## src/rtl/ula_seq_ctrl.sv

```systemverilog
// ula_seq_ctrl: multi-cycle sequencer around the stack-machine ALU op set (shift-add MULT, restoring DIV).
// Optional macro ULA_SQRT_EN adds an iterative integer square root on funct 00011.
module ula_seq_ctrl #(
   parameter int unsigned W = 16
) (
   input  logic         clk,
   input  logic         rst,
   input  logic         start,
   input  logic [4:0]   funct,
   input  logic [1:0]   shift_ctrl,
   input  logic         enable32,
   input  logic [W-1:0] t_in,
   input  logic [W-1:0] y_in,
   output logic [W-1:0] result,
   output logic [W-1:0] result_hi,
   output logic         flag_c,
   output logic         flag_z,
   output logic         flag_dz,
   output logic         busy,
   output logic         done
);

   localparam int unsigned CW = 5;

   localparam logic [4:0] F_BYPT = 5'b00000;
   localparam logic [4:0] F_AND  = 5'b00100;
   localparam logic [4:0] F_SUB  = 5'b01000;
   localparam logic [4:0] F_OR   = 5'b01100;
   localparam logic [4:0] F_ADD  = 5'b10000;
   localparam logic [4:0] F_XOR  = 5'b10100;
   localparam logic [4:0] F_NSUB = 5'b11000;
   localparam logic [4:0] F_BYPY = 5'b11100;
   localparam logic [4:0] F_MULT = 5'b00010;
   localparam logic [4:0] F_DIV  = 5'b00001;
`ifdef ULA_SQRT_EN
   localparam logic [4:0] F_SQRT = 5'b00011;
`endif

   typedef enum logic [1:0] {S_IDLE, S_ITER, S_FINISH} state_t;

   state_t          state;
   logic [CW-1:0]   cnt;
   logic [CW-1:0]   last_cnt;
   logic [W-1:0]    t_r, y_r;
   logic [4:0]      funct_r;
   logic [1:0]      sh_r;
   logic            en32_r;
   logic [W:0]      acc_hi;
   logic [W-1:0]    acc_lo;
   logic [W:0]      step_hi;
   logic [W-1:0]    step_lo;
   logic [W:0]      madd, dshift, sum;
   logic [W-1:0]    raw_lo, raw_hi, shifted;
   logic            raw_c, raw_dz;
   logic            iter_op;
`ifdef ULA_SQRT_EN
   logic [7:0]      root, step_root;
   logic [W:0]      srem, trial;
`endif

`ifdef ULA_SQRT_EN
   assign last_cnt = (funct_r == F_SQRT) ? CW'(7) : CW'(15);
   assign iter_op  = (funct == F_MULT) || (funct == F_SQRT) || (funct == F_DIV && y_in != '0);
`else
   assign last_cnt = CW'(15);
   assign iter_op  = (funct == F_MULT) || (funct == F_DIV && y_in != '0);
`endif

   // One iteration of the active engine: acc_hi is partial product / remainder, acc_lo the shifting operand
   always_comb begin
      step_hi = acc_hi;
      step_lo = acc_lo;
      madd    = acc_hi + (acc_lo[0] ? {1'b0, t_r} : (W+1)'(0));
      dshift  = {acc_hi[W-1:0], acc_lo[W-1]};
`ifdef ULA_SQRT_EN
      step_root = root;
      srem      = {acc_hi[W-3:0], acc_lo[W-1:W-2]};
      trial     = (W+1)'({root, 2'b01});
`endif
      case (funct_r)
         F_MULT: begin
            step_hi = {1'b0, madd[W:1]};
            step_lo = {madd[0], acc_lo[W-1:1]};
         end
         F_DIV: begin
            if (dshift >= {1'b0, y_r}) begin
               step_hi = dshift - {1'b0, y_r};
               step_lo = {acc_lo[W-2:0], 1'b1};
            end else begin
               step_hi = dshift;
               step_lo = {acc_lo[W-2:0], 1'b0};
            end
         end
`ifdef ULA_SQRT_EN
         F_SQRT: begin
            step_lo = {acc_lo[W-3:0], 2'b00};
            if (srem >= trial) begin
               step_hi   = srem - trial;
               step_root = {root[6:0], 1'b1};
            end else begin
               step_hi   = srem;
               step_root = {root[6:0], 1'b0};
            end
         end
`endif
         default: ;
      endcase
   end

   // Final result selection, then the post-op shift on the primary word
   always_comb begin
      raw_lo  = t_r;
      raw_hi  = '0;
      raw_c   = 1'b0;
      raw_dz  = 1'b0;
      sum     = {1'b0, t_r} + {1'b0, y_r};
      shifted = '0;
      case (funct_r)
         F_BYPT: raw_lo = t_r;
         F_AND:  raw_lo = t_r & y_r;
         F_OR:   raw_lo = t_r | y_r;
         F_XOR:  raw_lo = t_r ^ y_r;
         F_BYPY: raw_lo = y_r;
         F_ADD: begin
            raw_lo = sum[W-1:0];
            raw_c  = sum[W];
         end
         F_SUB: begin
            raw_lo = t_r - y_r;
            raw_c  = (t_r < y_r);
         end
         F_NSUB: begin
            raw_lo = y_r - t_r;
            raw_c  = (y_r < t_r);
         end
         F_MULT: begin
            raw_lo = acc_lo;
            raw_hi = en32_r ? acc_hi[W-1:0] : '0;
         end
         F_DIV: begin
            if (y_r == '0) begin
               raw_lo = '1;
               raw_hi = en32_r ? t_r : '0;
               raw_dz = 1'b1;
            end else begin
               raw_lo = acc_lo;
               raw_hi = en32_r ? acc_hi[W-1:0] : '0;
            end
         end
`ifdef ULA_SQRT_EN
         F_SQRT: begin
            raw_lo = W'(root);
            raw_c  = (acc_hi != '0);
         end
`endif
         default: raw_lo = t_r;
      endcase
      case (sh_r)
         2'b01:   shifted = {1'b0, raw_lo[W-1:1]};
         2'b10:   shifted = {raw_lo[W-2:0], 1'b0};
         2'b11:   shifted = {raw_lo[W-1], raw_lo[W-1:1]};
         default: shifted = raw_lo;
      endcase
   end

   always_ff @(posedge clk) begin
      if (rst) begin
         state     <= S_IDLE;
         cnt       <= '0;
         t_r       <= '0;
         y_r       <= '0;
         funct_r   <= '0;
         sh_r      <= '0;
         en32_r    <= 1'b0;
         acc_hi    <= '0;
         acc_lo    <= '0;
         result    <= '0;
         result_hi <= '0;
         flag_c    <= 1'b0;
         flag_z    <= 1'b0;
         flag_dz   <= 1'b0;
         busy      <= 1'b0;
         done      <= 1'b0;
`ifdef ULA_SQRT_EN
         root      <= '0;
`endif
      end else begin
         done <= 1'b0;
         case (state)
            S_IDLE: begin
               if (start) begin
                  t_r     <= t_in;
                  y_r     <= y_in;
                  funct_r <= funct;
                  sh_r    <= shift_ctrl;
                  en32_r  <= enable32;
                  cnt     <= '0;
                  acc_hi  <= '0;
                  acc_lo  <= (funct == F_MULT) ? y_in : t_in;
                  busy    <= 1'b1;
                  state   <= iter_op ? S_ITER : S_FINISH;
`ifdef ULA_SQRT_EN
                  root    <= '0;
`endif
               end
            end
            S_ITER: begin
               acc_hi <= step_hi;
               acc_lo <= step_lo;
`ifdef ULA_SQRT_EN
               root   <= step_root;
`endif
               cnt    <= cnt + CW'(1);
               if (cnt == last_cnt) state <= S_FINISH;
            end
            S_FINISH: begin
               result    <= shifted;
               result_hi <= raw_hi;
               flag_c    <= raw_c;
               flag_z    <= (shifted == '0);
               flag_dz   <= raw_dz;
               busy      <= 1'b0;
               done      <= 1'b1;
               state     <= S_IDLE;
            end
            default: state <= S_IDLE;
         endcase
      end
   end

endmodule

```

## config.mk

```make
export PLATFORM = sky130hd
export DESIGN_NAME = ula_seq_ctrl
export DESIGN_NICKNAME = d
export VERILOG_FILES = /design/src/rtl/ula_seq_ctrl.sv
export SDC_FILE = /design/constraint.sdc
export NUM_CORES = 1
export LEC_CHECK = 0
export ABC_AREA = 0
export ABC_CLOCK_PERIOD_IN_PS = 9530
export BUFFER_PORTS_ARGS = -buffer_cell sky130_fd_sc_hd__buf_2
export CAP_MARGIN = 40
export CORE_ASPECT_RATIO = 1.75
export CORE_UTILIZATION = 55
export DETAILED_ROUTE_END_ITERATION = 8
export PLACE_DENSITY = 0.74
export REMOVE_ABC_BUFFERS = 1
export SKIP_CTS_REPAIR_TIMING = 1
export SYNTH_ARGS = -nofsm -noshare
export SYNTH_HDL_FRONTEND = slang
export SYNTH_SLANG_ARGS = --single-unit
```

## constraint.sdc

```tcl
create_clock -name clk -period 9.53 [get_ports clk]
set_input_delay 0.4765 -clock clk [delete_from_list [all_inputs] [get_ports clk]]
set_output_delay 0.4765 -clock clk [all_outputs]
set_load 0.1 [all_outputs]
```

==> metrics.md, run 1 <==
| Metric | Value |
|---|---|
| Status | `finished, final reports clean` |
| Layout cell share with drive strength beyond 1 | `0.122` |
| Core Region | `19700 um2` |
| Final worst-path cycle share | `0.451` |
| Post-route antenna net violation count | `0` |
| Slew Limit Headroom | `0.338` |
| Initial Util | `0.558` |
| Initial antenna violation count | `1` |
| Max-cap violations | `0` |
| Largest stage delay on the critical path | `~0.7 ns` |
| 1st-iter DRT viols | `849` |
| Setup TNS | `0 ns` |
| Worst-margin pin slew | `between 0.9 and 1 ns` |
| Tmin final | `roughly 4.3 ns` |
| Cells after Synth | `between 1.5k and 2k` |
| Top cells by area, synth | `dfxtp_1 21%, ha_1 11%, a21oi_1 8.6%` |
| Largest net degree at the start of global routing | `79` |
| Worst Path Buf+Inv | `1` |
| Final Max Tran Viols | `0` |
| Drt drc | `0` |
| Fin util | `0.618` |
| Leak | `~5.0 nW` |
| Num rows | `68` |
| Synth top area share | `0.213` |
| Placement Cell Area | `11500 um2` |
| Synthesized area per cell | `7.24 um2` |
| Async set or reset register ratio after synthesis | `0` |
| Hold WS | `~0.28 ns` |
| CP max-delay cell | `o32ai_1` |
| H-Tree Depth | `4` |
| Drt wl/cell | `~23 um` |
| Hold Vio Cnt, Final | `0` |
| Area of the mapped netlist | `11000 um2` |
| GRT Util Overall | `0.412` |
| Sink Count | `about 120` |
| Post-DP HPWL | `a little over 30000 um` |
| CP Max Fanout | `10` |
| Sequential fraction of the synthesis area | `0.213` |
| Final setup fails | `0` |
| Design area | `~12000 um2` |
| Cell family with most CP delay | `compound AO/OA/AOI/OAI gates` |
| Vias per cell | `6.58` |
| Synth warn | `0` |
| I/O Pins | `80` |
| Crit path arrival time | `around 4.7 ns` |
| Fin nets | `1698` |
| GPL Wtd Cong | `just over 1` |
| CTS clk-pin slew, worst paths | `about 0.060 ns` |
| Num CTS Buffers | `17` |
| DRT Pass-1 Iters | `8` |
| Root buf cell | `clkbuf_16` |
| Area leader, netlist | `dfxtp_1` |
| Die H | `about 190 um` |
| Area Growth Syn to Fin | `10.6%` |
| Hold WC Path Type | `in2reg` |
| Most used DFF post-synth | `dfxtp_1` |
| Buffers on Ports | `between 70 and 80` |
| Achievable Freq | `233 MHz` |
| Maximum VDD drop | `0.126 mV` |
| Clk buf depth | `2` |
| Pwr per Cell Area | `about 150 nW/um2` |
| Die area | `20500 um2` |
| CTS tree | `built` |
| Count leader, synth | `nand2_1` |
| #FFs+latches synth | `117` |
| Class of the most critical setup path | `reg2reg` |
| Most instantiated cells after synthesis | `201 x nand2_1, 188 x a21oi_1, 178 x nor2_1, 117 x dfxtp_1, 100 x ha_1` |
| Die Wd | `~110 um` |
| Final Routed Wirelength | `just over 40000 um` |
| Crit start category | `flip-flop` |
| DR vias | `around 12k` |
| GR Overflow Total | `0` |
| EDFF count, synth | `0` |
| Clock Latency Late Sink | `about 0.44 ns` |
| Critical Path, Cell by Cell | `inv_1, ha_1, o21bai_2, a2111oi_2, o311a_4, o2bb2ai_1, xnor2_1, o21ai_0, o32ai_1, nand4_1, a2111o_1, o21ai_2` |
| Worst Skew | `0.00667 ns` |
| RSZ-0062 raised after global routing | `false` |
| Global-route wire length before repair | `about 64000 um` |
| Crit path capture type | `flip-flop` |
| CP required | `slightly below 10 ns` |
| Via count of the first global-routing pass | `between 10k and 15k` |
| Yosys cell types | `92` |
## metrics by stage
| step | std cells | setup slack (ns) | power [W] |
|---|---|---|---|
| after floorplan | 1426 | 4.54 | 0.000979 |
| after global placement | 1769 | 5.36 | 0.00117 |
| after detailed placement | 1775 | 5.33 | 0.00117 |
| after CTS | 1805 | 5.31 | 0.00186 |
| after global routing | 1807 | 4.94 | 0.00194 |
| final | 1807 | 5.23 | 0.00187 |
## logic make-up (layout without fill, tap and decap cells)
logic type | count (synthesis) | count (layout) | synth area share
other cells | 0 | 1 | 0
simple gates | 574 | 574 | 0.238
fa+ha+maj | 105 | 105 | 0.123
compound gates | 474 | 474 | 0.290
buf+inv | 160 | 204 | 0.0580
mux | 46 | 46 | 0.0443
xor+xnor | 41 | 41 | 0.0334
flops | 117 | 117 | 0.213
## layout by cell type (no fill, tap or decap), types with 8 or more instances in the layout
cell type  count
nand4_1       12
nand3_1       28
mux2i_1       28
o21bai_1      11
o211ai_1      12
nand2_1      201
buf_2         79
dfxtp_1      117
nor2b_1       20
a22oi_1       12
a31oi_1       14
clkbuf_16     17
xor2_1        12
xnor2_1       28
o31ai_1       23
inv_1         68
a221oi_1      11
a21oi_1      188
a211oi_1      21
nor3_1        34
buf_4         23
ha_1         100
nor2_1       176
and2_1        20
nand2b_1      19
nor4_1        18
mux2_2        17
o21a_1         8
a21o_1        18
o21ai_0       50
## registers in the layout, indices dropped and copies added, names as in the netlist, 2 cells and up
| signal | cells |
|---|---|
| acc_hi | 17 |
| acc_lo | 16 |
| result | 16 |
| result_hi | 16 |
| t_r | 16 |
| y_r | 16 |
| cnt | 5 |
| funct_r | 5 |
| sh_r | 2 |
| state | 2 |
## per-layer routing
layer | up-vias | share of wire | track usage
met5 | - | 0 | 0
met4 | 0 | 0.085 | 0.336
met3 | 208 | 0.070 | 0.0823
met2 | 589 | 0.48 | 0.684
met1 | 5562 | 0.36 | 0.445
li1 | 5526 | - | -
## tightest hold or removal path, delay by kind of cell
| kind | cells | cell delay (ns) |
|---|---|---|
| compound gates | 1 | 0.05 |
| buf+inv | 1 | 0.09 |
| simple gates | 1 | 0.05 |
## worst paths after layout
path / start / end / slack, ns / cells past startpoint
worst max-delay path: t_r[1] / flag_z / 5.23 / 12
worst min-delay path: shift_ctrl[0] / sh_r[0] / 0.28 / 3
worst max register to register: t_r[1] / flag_z / 5.23 / 12
worst min register to register: result[13] / result[13] / 0.44 / 2
## layout make-up
class	instances	area, um2
well taps	245	307
repair buffers	105	609
flip-flops and latches	117	2340
diodes	1	2.50
inverters	69	259
fillers	1858	7510
clock inverters	9	154
clock buffers	21	450
multi-input cells	1240	8020
## power breakdown
group,switching [W],internal (W)
registers,0.0000404,0.000511
logic,0.000423,0.000213
clock network,0.000246,0.000440
total,0.000710,0.00116
Note: power is estimated with default switching activity, not from simulation.
==> run 2, diff against run 1 <==
--- a/config.mk
+++ b/config.mk
@@ -5,14 +5,14 @@
 export SDC_FILE = /design/constraint.sdc
 export NUM_CORES = 1
 export LEC_CHECK = 0
-export ABC_AREA = 0
-export ABC_CLOCK_PERIOD_IN_PS = 9530
+export ABC_AREA = 1
+export ABC_CLOCK_PERIOD_IN_PS = 3600
 export BUFFER_PORTS_ARGS = -buffer_cell sky130_fd_sc_hd__buf_2
 export CAP_MARGIN = 40
 export CORE_ASPECT_RATIO = 1.75
 export CORE_UTILIZATION = 55
 export DETAILED_ROUTE_END_ITERATION = 8
-export PLACE_DENSITY = 0.74
+export PLACE_DENSITY = 0.77
 export REMOVE_ABC_BUFFERS = 1
 export SKIP_CTS_REPAIR_TIMING = 1
 export SYNTH_ARGS = -nofsm -noshare
==> constraint.sdc (replaced) <==
create_clock -name clk -period 3.6 [get_ports clk]
set_input_delay 0.18 -clock clk [delete_from_list [all_inputs] [get_ports clk]]
set_output_delay 0.18 -clock clk [all_outputs]
set_load 0.1 [all_outputs]
==> metrics.md, run 2 <==
| Metric | Value |
|---|---|
| Fin util | `0.629` |
| Cells after Synth | `about 1.7k` |
| I/O Pins | `80` |
| Placement Cell Area | `around 11000 um2` |
| Post-Place Cells | `approximately 2.0k` |
| Sequential fraction of the synthesis area | `0.219` |
| Root buf cell | `clkbuf_16` |
| Hold WS | `-0.00462 ns` |
| CTS clk-pin slew, worst paths | `0.06 ns` |
| Slew Limit Headroom | `0.444` |
| Initial antenna violation count | `0` |
| Synth top area share | `0.219` |
| Most used DFF post-synth | `dfxtp_1` |
| CP required | `~4.0 ns` |
| Hold WC Path Type | `in2reg` |
| Most instantiated cells after synthesis | `385 x nand2_1, 184 x inv_1, 171 x a21oi_1, 151 x nand3_1, 148 x o21ai_0` |
| Achievable Freq | `about 290 MHz` |
| Design area | `12000 um2` |
| H-Tree Depth | `4` |
| Synth warn | `0` |
| #FFs+latches synth | `between 100 and 150` |
| Post-route antenna net violation count | `0` |
| Synthesized area per cell | `between 6 and 7 um2` |
| Global-route wire length before repair | `approximately 63000 um` |
| EDFF count, synth | `0` |
| CTS tree | `built` |
| R2r endpoint | `flag_z` |
| Diode count | `0` |
| Maximum VDD drop | `around 0.31 mV` |
| Most frequent cells in the layout | `384 x nand2_1, 184 x inv_1, 170 x a21oi_1` |
| Class of the most critical setup path | `reg2reg` |
| Num rows | `between 60 and 70` |
| Yosys cell types | `just over 50` |
| Non-filler cells, final | `slightly above 2k` |
| Die H | `roughly 190 um` |
| Crit start category | `flip-flop` |
| Leak | `~5.6 nW` |
| Vias per cell | `~6.0` |
| GRT Util Overall | `0.415` |
| Register area | `2340 um2` |
| GR Overflow Total | `0` |
| Largest Register | `acc_hi` |
| CP Max Fanout | `11` |
| Commonest non-fill, non-tap cell in the layout | `nand2_1` |
| Top cells by area, synth | `dfxtp_1 22%, nand2_1 14%, ha_1 12%` |
| Crit path arrival time | `about 3.8 ns` |
| Final Max Tran Viols | `0` |
| Max-cap violations | `0` |
| Crit path capture type | `flip-flop` |
| Tmin final | `between 3 and 4 ns` |
| RR Startpoint | `t_r[4]` |
| Area leader, netlist | `dfxtp_1` |
| 1st-iter DRT viols | `857` |
| Worst-margin pin slew | `a little over 0.8 ns` |
| Area of the mapped netlist | `about 11000 um2` |
| Buffers on Ports | `79` |
| Clk buf depth | `2` |
| Area occupied by multi-input gates | `7340 um2` |
| Layout cell share with drive strength beyond 1 | `0.109` |
| Final Routed Wirelength | `40600 um` |
| Hold Vio Cnt, Final | `1` |
| Largest register FFs | `17` |
| Area Growth Syn to Fin | `12.5%` |
| Violated checks | `hold timing` |
| Drt wl/cell | `approximately 20 um` |
| Die Wd | `~110 um` |
| Post-DP HPWL | `32200 um` |
| DR vias | `between 10k and 15k` |
| Final worst-path cycle share | `0.952` |
| Fin nets | `roughly 1.9k` |
| Async set or reset register ratio after synthesis | `0` |
| Clock Latency Late Sink | `between 0.4 and 0.5 ns` |
| Layout filler cell count | `approximately 1.9k` |
| DRT Pass-1 Iters | `9` |
| Via count of the first global-routing pass | `~12k` |
| Core Region | `roughly 19000 um2` |
| Largest net degree at the start of global routing | `80` |
| Sink Count | `~120` |
| Final setup fails | `0` |
| R2R cell count | `18` |
| Internal reg-to-reg setup slack | `0.17 ns` |
| Status | `finished, violations left` |
| Worst Skew | `~0.0078 ns` |
| Die area | `about 20000 um2` |
| GPL Wtd Cong | `around 1` |
| Hold Path Origin | `shift_ctrl[1]` |
| Hold endpoint | `sh_r[1]` |
| Drt drc | `0` |
| Num CTS Buffers | `17` |
| Hold depth | `3` |
| Pwr per Cell Area | `between 400 and 500 nW/um2` |
| Setup TNS | `0 ns` |
| Initial Util | `0.559` |
| Count leader, synth | `nand2_1` |
-- run 2: changes by cell type after synthesis, moves of 33 or more --
cell	delta
nor2_1	-33
nand3_1	+123
inv_1	+116
o21ai_0	+98
nand2_1	+184
-- run 2: worst max-delay path by stage --
stage,depth (start not counted),endpoint,start
2_1_floorplan,7,acc_lo[15],state[1]
3_3_place_gp,14,flag_c,t_r[3]
3_5_place_dp,18,flag_z,t_r[4]
4_1_cts,18,flag_z,t_r[4]
5_1_grt,19,flag_c,t_r[5]
6_report,18,flag_z,t_r[4]
-- run 2: layout make-up --
class | count | area share
clock inverters | 14 | 0.0165
multi-input cells | 1326 | 0.610
repair buffers | 111 | 0.0538
flip-flops and latches | 117 | 0.195
clock buffers | 18 | 0.0365
well taps | 241 | 0.0251
inverters | 199 | 0.0627
-- run 2: cell families after synthesis --
| family | share of synthesized area |
|---|---|
| AOI/OAI and AO/OA | 0.236 |
| xor gates and xnor gates | 0.0156 |
| buffers and inverters | 0.0996 |
| DFF | 0.219 |
| and+or+nand+nor | 0.303 |
| adders and majority gates | 0.126 |
-- run 2: critical path: stages (launching register included) --
cell	delay, ns
dfxtp_1	0.48
inv_1	0.20
ha_4	0.39
inv_1	0.13
a21oi_2	0.28
nand3_1	0.26
nor2_1	0.15
nor2_1	0.06
nor2_1	0.09
nand3_1	0.07
nand2_1	0.11
nor2_1	0.05
nor2_1	0.18
nand3_2	0.23
nor2_4	0.21
nand3_1	0.10
nor2_2	0.21
nand3_1	0.10
nand2_1	0.06
-- run 2: routing by layer --
| layer | track usage | vias to the layer above | wire length, um |
|---|---|---|---|
| met5 | 0 | - | 0 |
| met4 | 0.327 | 0 | 3470 |
| met3 | 0.0692 | 195 | 2350 |
| met2 | 0.726 | 516 | 20200 |
| met1 | 0.430 | 5565 | 14600 |
| li1 | - | 5909 | - |
-- run 2: where the power goes --
group / total (W) / switching, W / internal [W]
Combinational: 0.00174 / 0.00125 / 0.000489
Clock: 0.00188 / 0.000700 / 0.00118
Sequential: 0.00147 / 0.0000977 / 0.00137
-- run 2: stage by stage --
step	setup slack, ns	power (W)
floorplan	0.520	0.00263
global route	-0.00326	0.00532
CTS	0.107	0.00503
global placement	-0.0686	0.00315
detailed placement	0.140	0.00316
finish	0.171	0.00509
